==> config.mk <==
export PLATFORM = sky130hd
export DESIGN_NAME = cpe_fetch_queue
export DESIGN_NICKNAME = d
export VERILOG_FILES = /design/src/rtl/cpe_fetch_queue_pkg.sv /design/src/rtl/cpe_sync_fifo.sv /design/src/rtl/cpe_fetch_queue.sv
export SDC_FILE = /design/constraint.sdc
export NUM_CORES = 1
export LEC_CHECK = 0
export ABC_AREA = 1
export BUFFER_PORTS_ARGS = -buffer_cell sky130_fd_sc_hd__buf_2
export CAP_MARGIN = 5
export CELL_PAD_IN_SITES_DETAIL_PLACEMENT = 1
export CELL_PAD_IN_SITES_GLOBAL_PLACEMENT = 2
export CORE_MARGIN = 4
export CORE_UTILIZATION = 37
export DETAILED_ROUTE_END_ITERATION = 6
export PLACE_DENSITY_LB_ADDON = 0.1
export SETUP_SLACK_MARGIN = 0.5
export SYNTH_ARGS = -nofsm -noshare
export SYNTH_HDL_FRONTEND = slang
export SYNTH_HIERARCHICAL = 1
export SYNTH_SLANG_ARGS = --single-unit
==> constraint.sdc <==
create_clock -name clk_w_i -period 5.5 [get_ports clk_w_i]
set_input_delay 0.825 -clock clk_w_i [delete_from_list [all_inputs] [get_ports clk_w_i]]
set_output_delay 0.825 -clock clk_w_i [all_outputs]
set_load 0.02 [all_outputs]
==> src/rtl/cpe_fetch_queue_pkg.sv <==
// ============================================================================
// cpe_fetch_queue_pkg : shared constants for the instruction fetch queue
// Revision: 1.0 - initial release
// ============================================================================
`default_nettype none

package cpe_fetch_queue_pkg;

  localparam int XLEN_DEFAULT = 32;
  localparam int ILEN         = 32;
  localparam int INSTR_INC    = 4;
  localparam logic [ILEN-1:0] NOP_INSTR = 32'h0000_0013;

endpackage : cpe_fetch_queue_pkg

`default_nettype wire

==> src/rtl/cpe_sync_fifo.sv <==
// ============================================================================
// cpe_sync_fifo : single-clock FIFO with synchronous clear and occupancy count
// Revision: 1.0 - initial release
// ============================================================================
`default_nettype none

module cpe_sync_fifo #(
  parameter int WIDTH = 64,
  parameter int DEPTH = 4,
  localparam int AW   = $clog2(DEPTH),
  localparam int CW   = $clog2(DEPTH + 1)
) (
  input  logic             clk,
  input  logic             rst,
  input  logic             i_push,
  input  logic [WIDTH-1:0] i_push_data,
  input  logic             i_pop,
  input  logic             i_clear,
  output logic             o_full,
  output logic             o_empty,
  output logic [CW-1:0]    o_count,
  output logic [WIDTH-1:0] o_head
);

  logic [WIDTH-1:0] mem_q [DEPTH];
  logic [WIDTH-1:0] mem_d [DEPTH];
  logic [AW-1:0]    wr_ptr_q, wr_ptr_d;
  logic [AW-1:0]    rd_ptr_q, rd_ptr_d;
  logic [CW-1:0]    count_q, count_d;
  logic             do_push, do_pop;

  assign o_full  = (count_q == CW'(DEPTH));
  assign o_empty = (count_q == '0);
  assign o_count = count_q;
  assign o_head  = mem_q[rd_ptr_q];

  always_comb begin
    do_push  = i_push && !o_full;
    do_pop   = i_pop && !o_empty;
    mem_d    = mem_q;
    wr_ptr_d = wr_ptr_q;
    rd_ptr_d = rd_ptr_q;
    count_d  = count_q;
    if (i_clear) begin
      wr_ptr_d = '0;
      rd_ptr_d = '0;
      count_d  = '0;
    end else begin
      // Pointers wrap naturally because DEPTH is a power of two
      if (do_push) begin
        mem_d[wr_ptr_q] = i_push_data;
        wr_ptr_d        = wr_ptr_q + AW'(1);
      end
      if (do_pop) begin
        rd_ptr_d = rd_ptr_q + AW'(1);
      end
      count_d = count_q + CW'(do_push) - CW'(do_pop);
    end
  end

  always_ff @(posedge clk) begin
    if (rst) begin
      wr_ptr_q <= '0;
      rd_ptr_q <= '0;
      count_q  <= '0;
    end else begin
      wr_ptr_q <= wr_ptr_d;
      rd_ptr_q <= rd_ptr_d;
      count_q  <= count_d;
    end
  end

  always_ff @(posedge clk) begin
    mem_q <= mem_d;
  end

endmodule : cpe_sync_fifo

`default_nettype wire

==> src/rtl/cpe_fetch_queue.sv <==
// ============================================================================
// cpe_fetch_queue : credit-based instruction prefetch with redirect/discard
// Revision: 1.0 - initial release
// ============================================================================
`default_nettype none

module cpe_fetch_queue
  import cpe_fetch_queue_pkg::*;
#(
  parameter int             XLEN     = XLEN_DEFAULT,
  parameter int             DEPTH    = 4,
  parameter logic [XLEN-1:0] RESET_PC = '0
) (
  input  logic            clk_w_i,
  input  logic            res_w_i_h,
  output logic            imem_req_w_o_h,
  output logic [XLEN-1:0] imem_addr_w_o,
  input  logic            imem_gnt_w_i_h,
  input  logic            imem_rvalid_w_i_h,
  input  logic [ILEN-1:0] imem_rdata_w_i,
  input  logic            redirect_w_i_h,
  input  logic [XLEN-1:0] redirect_pc_w_i,
  output logic            instr_valid_w_o_h,
  output logic [ILEN-1:0] instr_w_o,
  output logic [XLEN-1:0] instr_pc_w_o,
  input  logic            instr_ready_w_i_h,
  output logic            err_w_o_h
);

  // Outstanding can exceed DEPTH by the number of stale responses still owed
  localparam int CW  = $clog2(2 * DEPTH + 1);
  localparam int FCW = $clog2(DEPTH + 1);
  localparam int FW  = ILEN + XLEN;

  logic [XLEN-1:0] fetch_pc_q, fetch_pc_d;
  logic [XLEN-1:0] resp_pc_q, resp_pc_d;
  logic [CW-1:0]   outst_q, outst_d;
  logic [CW-1:0]   discard_q, discard_d;
  logic            err_q, err_d;

  logic [FCW-1:0]  fifo_count;
  logic            fifo_full, fifo_empty;
  logic [FW-1:0]   fifo_head;
  logic [CW:0]     credit_used;
  logic [XLEN-1:0] redirect_aligned;
  logic            gnt_fire, rv_live, rv_orphan, rv_drop, push, pop;

  assign redirect_aligned = redirect_pc_w_i & ~XLEN'(3);
  assign credit_used = (CW+1)'(fifo_count) + (CW+1)'(outst_q) - (CW+1)'(discard_q);

  // Credit is derived from registered state only, never from rvalid
  assign imem_req_w_o_h = !res_w_i_h && !redirect_w_i_h && !fifo_full &&
                          (credit_used < (CW+1)'(DEPTH));
  assign imem_addr_w_o  = fetch_pc_q;

  assign gnt_fire  = imem_req_w_o_h && imem_gnt_w_i_h;
  assign rv_live   = imem_rvalid_w_i_h && !res_w_i_h && (outst_q != '0);
  assign rv_orphan = imem_rvalid_w_i_h && !res_w_i_h && (outst_q == '0);
  assign rv_drop   = rv_live && (discard_q != '0);
  assign push      = rv_live && (discard_q == '0) && !redirect_w_i_h;

  assign instr_valid_w_o_h = !res_w_i_h && !fifo_empty;
  assign pop               = instr_valid_w_o_h && instr_ready_w_i_h;
  assign instr_w_o         = instr_valid_w_o_h ? fifo_head[FW-1:XLEN] : NOP_INSTR;
  assign instr_pc_w_o      = fifo_head[XLEN-1:0];
  assign err_w_o_h         = err_q;

  always_comb begin
    fetch_pc_d = fetch_pc_q;
    resp_pc_d  = resp_pc_q;
    outst_d    = outst_q + CW'(gnt_fire) - CW'(rv_live);
    discard_d  = discard_q;
    err_d      = err_q || rv_orphan;

    if (gnt_fire) begin
      fetch_pc_d = fetch_pc_q + XLEN'(INSTR_INC);
    end
    if (push) begin
      resp_pc_d = resp_pc_q + XLEN'(INSTR_INC);
    end
    if (rv_drop) begin
      discard_d = discard_q - CW'(1);
    end
    if (redirect_w_i_h) begin
      fetch_pc_d = redirect_aligned;
      resp_pc_d  = redirect_aligned;
      discard_d  = outst_q - CW'(rv_live);
    end
  end

  always_ff @(posedge clk_w_i) begin
    if (res_w_i_h) begin
      fetch_pc_q <= RESET_PC;
      resp_pc_q  <= RESET_PC;
      outst_q    <= '0;
      discard_q  <= '0;
      err_q      <= 1'b0;
    end else begin
      fetch_pc_q <= fetch_pc_d;
      resp_pc_q  <= resp_pc_d;
      outst_q    <= outst_d;
      discard_q  <= discard_d;
      err_q      <= err_d;
    end
  end

  cpe_sync_fifo #(
    .WIDTH (FW),
    .DEPTH (DEPTH)
  ) u_fifo (
    .clk         (clk_w_i),
    .rst         (res_w_i_h),
    .i_push      (push),
    .i_push_data ({imem_rdata_w_i, resp_pc_q}),
    .i_pop       (pop),
    .i_clear     (redirect_w_i_h),
    .o_full      (fifo_full),
    .o_empty     (fifo_empty),
    .o_count     (fifo_count),
    .o_head      (fifo_head)
  );

endmodule : cpe_fetch_queue

`default_nettype wire
==> Word level (Yosys, flattened, before mapping) <==
Index checks and enable logic that the tools add are counted.
{ "totals": {"register_bits": 336, "in_bits": 70, "output_inout_bits": 99, "elab_cells": 77} }
{ "op_classes": {"addsub": 12, "order_cmp": 4, "n_eq_ne": 1, "muxes": 13, "n_bitwise": 3, "n_reduce_logical": 30} }
{ "op_table": {"columns": ["op", "count"], "rows": [
  ["bitwise mux 256 bit", 1],
  ["two-way mux 64 bit", 3],
  ["two-way mux 32 bit", 5],
  ["binary-select mux 64 bit (select 2 bit)", 1],
  ["demux 64 bit (select 2 bit)", 1],
  ["adder 32 x 3 -> 32 bit, second input constant", 2],
  ["logical AND 1 bit", 15],
  ["logical NOT 4 bit", 2],
  ["two-way mux 4 bit", 2],
  ["nonzero test 4 bit", 2],
  ["subtractor 4 x 1 -> 4 bit", 2],
  [">= comparator 3 bit, second input constant", 2],
  ["NOT 2 -> 3 bit", 2],
  ["nonzero test 2 bit", 3],
  ["adder 3 x 4 -> 5 bit", 1],
  ["< comparator 5 x 3 -> 1 bit, second input constant", 1],
  ["subtractor 5 x 4 -> 5 bit", 1],
  ["adder 2 x 1 -> 2 bit, second input constant", 2],
  ["adder 4 x 1 -> 4 bit", 1],
  ["logical NOT 1 bit", 4],
  ["subtractor 4 x 1 -> 4 bit, second input constant", 1],
  ["adder 3 x 1 -> 3 bit", 1],
  ["== test 3 bit, second input constant", 1],
  ["logical NOT 3 bit", 1],
  ["6 further kinds", 6]
]} }

==> Longest topological paths before layout <==
{ "logic_depth": {"word_depth": 8, "mapped_depth": 18, "mapped_depth_nobuf": 17} }

==> Cells and area by module <==
The synthesis kept the hierarchy.
{ "by_module_without_submodules": {"columns": ["mod", "n_inst", "cells_per_inst", "area_per_inst_um2"], "rows": [
  ["cpe_sync_fifo", 1, 687, 9980.8],
  ["cpe_fetch_queue", 1, 944, 5572.8]
]} }

==> Worst setup path after synthesis <==
Ideal clock, no wire load.
{ "synth_timing": {"path_kind": "input to register", "start": "input res_w_i_h", "end": "register u_fifo/mem_q[0] (netlist name) (enable)", "setup_ps": 486, "arrival_time_ps": 4479, "required_ps": 5014, "path_slack_ps": 535, "cell_stages": 8, "path_buffers": 1, "path_cell_list": "buf_6 > nor2_1 > nand2_1 > nor2_4 > inv_1 > nor2_4 > nand3b_1 > nor2_1"} }
{ "synth_via": {"elab_chain_cells": 7} }
{ "synth_lines": {"columns": ["element", "line_no", "rtl"], "rows": [
  ["start: declaration", "cpe_fetch_queue.sv:15", "input logic res_w_i_h,"],
  ["logical NOT 1 bit", "cpe_fetch_queue.sv:57", "assign rv_live = imem_rvalid_w_i_h && !res_w_i_h && (outst_q != '0);"],
  ["logical AND 1 bit (2 in series)", "cpe_fetch_queue.sv:57", null],
  ["logical AND 1 bit (2 in series)", "cpe_fetch_queue.sv:60", "assign push = rv_live && (discard_q == '0) && !redirect_w_i_h;"],
  ["via push", "cpe_fetch_queue.sv:46", "logic gnt_fire, rv_live, rv_orphan, rv_drop, push, pop;"],
  ["logical AND 1 bit", "cpe_sync_fifo.sv:38", "do_push = i_push && !o_full;"],
  ["AND reduction 2 bit (no source line)", null, null],
  ["end signal: assignment", "cpe_sync_fifo.sv:74", "mem_q <= mem_d;"],
  ["end: declaration", "cpe_sync_fifo.sv:25", "logic [WIDTH-1:0] mem_q [DEPTH];"]
]} }
The timed path passes the listed nets, and every way through them passes these cells.
A chain may end at the register's enable or synchronous reset.

==> Worst setup path after layout <==
{ "layout_timing": {"start": "register u_fifo.rd_ptr_q[0]", "end": "output instr_pc_w_o[18]"} }
{ "layout_via": {"elab_chain_cells": 4} }
{ "layout_lines": {"columns": ["element", "line_no", "rtl"], "rows": [
  ["start: declaration", "cpe_sync_fifo.sv:28", "logic [AW-1:0] rd_ptr_q, rd_ptr_d;"],
  ["start signal: assignment", "cpe_sync_fifo.sv:68", "rd_ptr_q <= rd_ptr_d;"],
  ["NOT 2 -> 3 bit (implied by the code)", "cpe_sync_fifo.sv:35", "assign o_head = mem_q[rd_ptr_q];"],
  ["binary-select mux 64 bit (select 2 bit)", "cpe_sync_fifo.sv:35", null],
  ["two-way mux 64 bit (implied by the code) (2 in series)", "cpe_sync_fifo.sv:35", null],
  ["end: declaration", "cpe_fetch_queue.sv:25", "output logic [XLEN-1:0] instr_pc_w_o,"]
]} }
No other way between the ends. The select of a mux whose other input is x is not followed.

==> reports/metrics.csv <==
stage;metric;value;unit
status;outcome;complete, no violations;
synth;ys_ff_latch;332;
clock_network;cts_made_buffers;38;
detailed_routing;postRouteAntennaNets;0;
timing;setup_violations;0;
min_path;min_from;err_w_o_h;
timing;clock_skew;0.0176;ns
timing;min_period;3.99;ns
power;p_leak;0.00699;µW
clock_network;cts-root-buf;clkbuf_16;
die;fp-row-count;74;
power;ir_drop;210;µV
setup_path;timing.rr.start;outst_q[2];
synth;synth_top_area_cell;edfxtp_1;
setup_path;crit_type;reg2out;
die;dieArea;45400;µm²
setup_path;reg2reg_to;u_fifo/mem_q[227];
placed_design;hpwl;29.3;mm
final_layout;diodes;0;
timing;grt_setup_unrepaired;no;
synth;ys_seq_area_frac;0.592;
placed_design;gp_congestion;0.790;
grt;overflow;0;
timing;hold_viol;0;
final_layout;fin_nets;1882;
final_layout;syn_to_final_growth;16.0;%
detailed_routing;drc;0;
timing;slew_headroom;0.225;
setup_path;cp_max_fo;100;
detailed_routing;vias;11900;
setup_path;r2r_cells;10;
timing;fmax;251;MHz
die;start_util;0.377;
die;die_h;213;µm
clock_network;ctsHtreeMaxLevel;2;
clock_network;cts_tree;yes;
grt;grt_pass1_vias;12500;
placed_design;port_buffers;164;
timing;finalWorstSetupSlack;1.51;ns
synth;avgSynthCellArea;9.54;µm²
placed_design;dp_slack;1.79;ns
clock_network;post_cts_buffers;0;
min_path;holdPathEnd;err_w_o_h;
clock_network;ctsResizeCount;0;
clock_network;cts_num_sinks;332;
min_path;min_path_cells;2;
grt;grt_usage;0.196;
synth;synth_cells;1631;
min_path;min_path_type;reg2reg;
power;powerDensity;334;nW/µm²
detailed_routing;routed_wl;44.5;mm
synth;ys_warn_count;6;
timing;finalMaxSlewViolations;0;
timing;setup_tns;0;ns
die;num_io_pins;169;
clock_network;path_clk_slew;0.06;ns
setup_path;cp-start-kind;flop;
die;die_x;213;µm
grt;grt_max_degree;101;
timing;min_period_over_period;0.725;
die;core_area;41200;µm²
setup_path;worstPathRequired;4.68;ns
synth;yosysUniqueCellTypes;44;
detailed_routing;drt_first_pass_iters;4;
grt;grt_pass1_wl;69.6;mm
grt;antenna_found_initial;0;
clock_network;holdBufCountCts;0;
detailed_routing;drtIter0Drc;570;
synth;synthTopCellsByArea;edfxtp_1 (49%), dfxtp_1 (9.8%), nand2_1 (7.2%);
setup_path;rrSetupSlack;2.05;ns
timing;worst_pin_slew;1.16;ns
detailed_routing;wl_per_cell;19.0;µm
synth;synth_top_area_frac;0.494;
synth;netlist_area;15600;µm²
clock_network;clockBufferDepth;3;
final_layout;drive_gt1_frac;0.168;
detailed_routing;viasPerCell;5.07;
run;maxCapViolCount;0;
clock_network;insertion_delay;0.53;ns
setup_path;crit_arrival;3.16;ns
setup_path;endpoint_kind;primary output;
-- worst max path at each step --
stage                  startpoint  slack, ns                 to
2_1_floorplan           res_w_i_h       0.53    u_fifo/mem_q[0]
3_3_place_gp            res_w_i_h       1.82  u_fifo/mem_q[226]
3_5_place_dp            res_w_i_h       1.79  u_fifo/mem_q[222]
4_1_cts        u_fifo/rd_ptr_q[0]       1.43   instr_pc_w_o[18]
5_1_grt        u_fifo/rd_ptr_q[0]       1.33   instr_pc_w_o[18]
6_report       u_fifo/rd_ptr_q[0]       1.51   instr_pc_w_o[18]
-- final cells by class --
| cell class | count | area (µm²) |
|---|---|---|
| Fill cell | 4801 | 23200 |
| Sequential cell | 332 | 9210 |
| Multi-Input combinational cell | 1086 | 5390 |
| Clock buffer | 43 | 1000 |
| Timing Repair Buffer | 177 | 968 |
| Tap cell | 532 | 666 |
| Inverter | 150 | 571 |
| Clock inverter | 25 | 230 |
-- placed cells by master (no fill, tap or decap), drive strengths merged, types with 2 or more instances in the layout --
cell and n:
nand2 310, nor2 300, edfxtp 256, buf 177, o21ai 171, inv 150
nand3 78, dfxtp 76, o22ai 64, a21oi 52, clkbuf 43, ha 23
clkinv 19, nand3b 16, xor2 11, conb 10, a31oi 9, or2 8
xnor2 7, nand4 5, nor3 5, o21bai 4, fa 4, bufinv 4
o211ai 3, a21boi 3, clkinvlp 2
-- cell families after synthesis --
family,after synthesis,synth area share
buf+inv,222,0.0656
simple gates,722,0.196
other cells,1,0.000241
flops,332,0.592
fa+ha+maj,27,0.0237
xor+xnor,18,0.0101
compound gates,309,0.112
-- metal layers --
metal,wire length (µm),GRT usage,part of all wire
met2,22000,0.347,0.49
met4,633,0.0362,0.014
met3,1580,0.0289,0.035
met5,0,0,0
met1,20400,0.258,0.46
-- power by group --
group / internal, µW / switching (µW)
clock: 1500 / 1000
sequential: 2780 / 96.1
combinational: 224 / 430
-- synthesized netlist by cell type (all sizes together) --
cell type	instances
o21ai	171
o21bai	4
o22ai	64
edfxtp	256
inv	149
dfxtp	76
fa	4
o21a	1
o31ai	1
xor2	11
conb	1
nand3b	16
buf	44
ha	23
clkinv	1
a21boi	3
clkbuf	28
xnor2	7
nand4	5
nand2	310
nand3	78
nor2	300
o211ai	3
a21oi	52
a31oi	9
nor3	5
a211oi	1
or2	8
-- state kept, by name, summed over array words and instances, names as in the netlist --
register         count
u_fifo/mem_q       256
resp_pc_q           30
u_fifo/o_count       3
outst_q              4
u_fifo/wr_ptr_q      2
err_w_o_h            1
imem_addr_w_o       30
u_fifo/rd_ptr_q      2
discard_q            4
-- critical path, cell delays in order (launching register included) --
cell and delay [ns]:
dfxtp_4 0.52, inv_4 0.86, buf_4 0.48, nor2_1 0.07, o22ai_1 0.31, buf_2 0.23
-- per-stage QoR --
step | instance area (µm²) | total power (µW) | utilization | hold WS, ns | std cells
3_3_place_gp | 16800 | 3570 | 0.408 | 0.469 | 2277
4_1_cts | 18000 | 6120 | 0.438 | 0.490 | 2345
6_report | 18000 | 6030 | 0.438 | 0.481 | 2345
5_1_grt | 18000 | 6320 | 0.438 | 0.495 | 2345
3_5_place_dp | 16800 | 3590 | 0.408 | 0.461 | 2277
2_1_floorplan | 15600 | 3370 | - | 0.482 | 1640
Note: power is estimated with default switching activity, not from simulation.
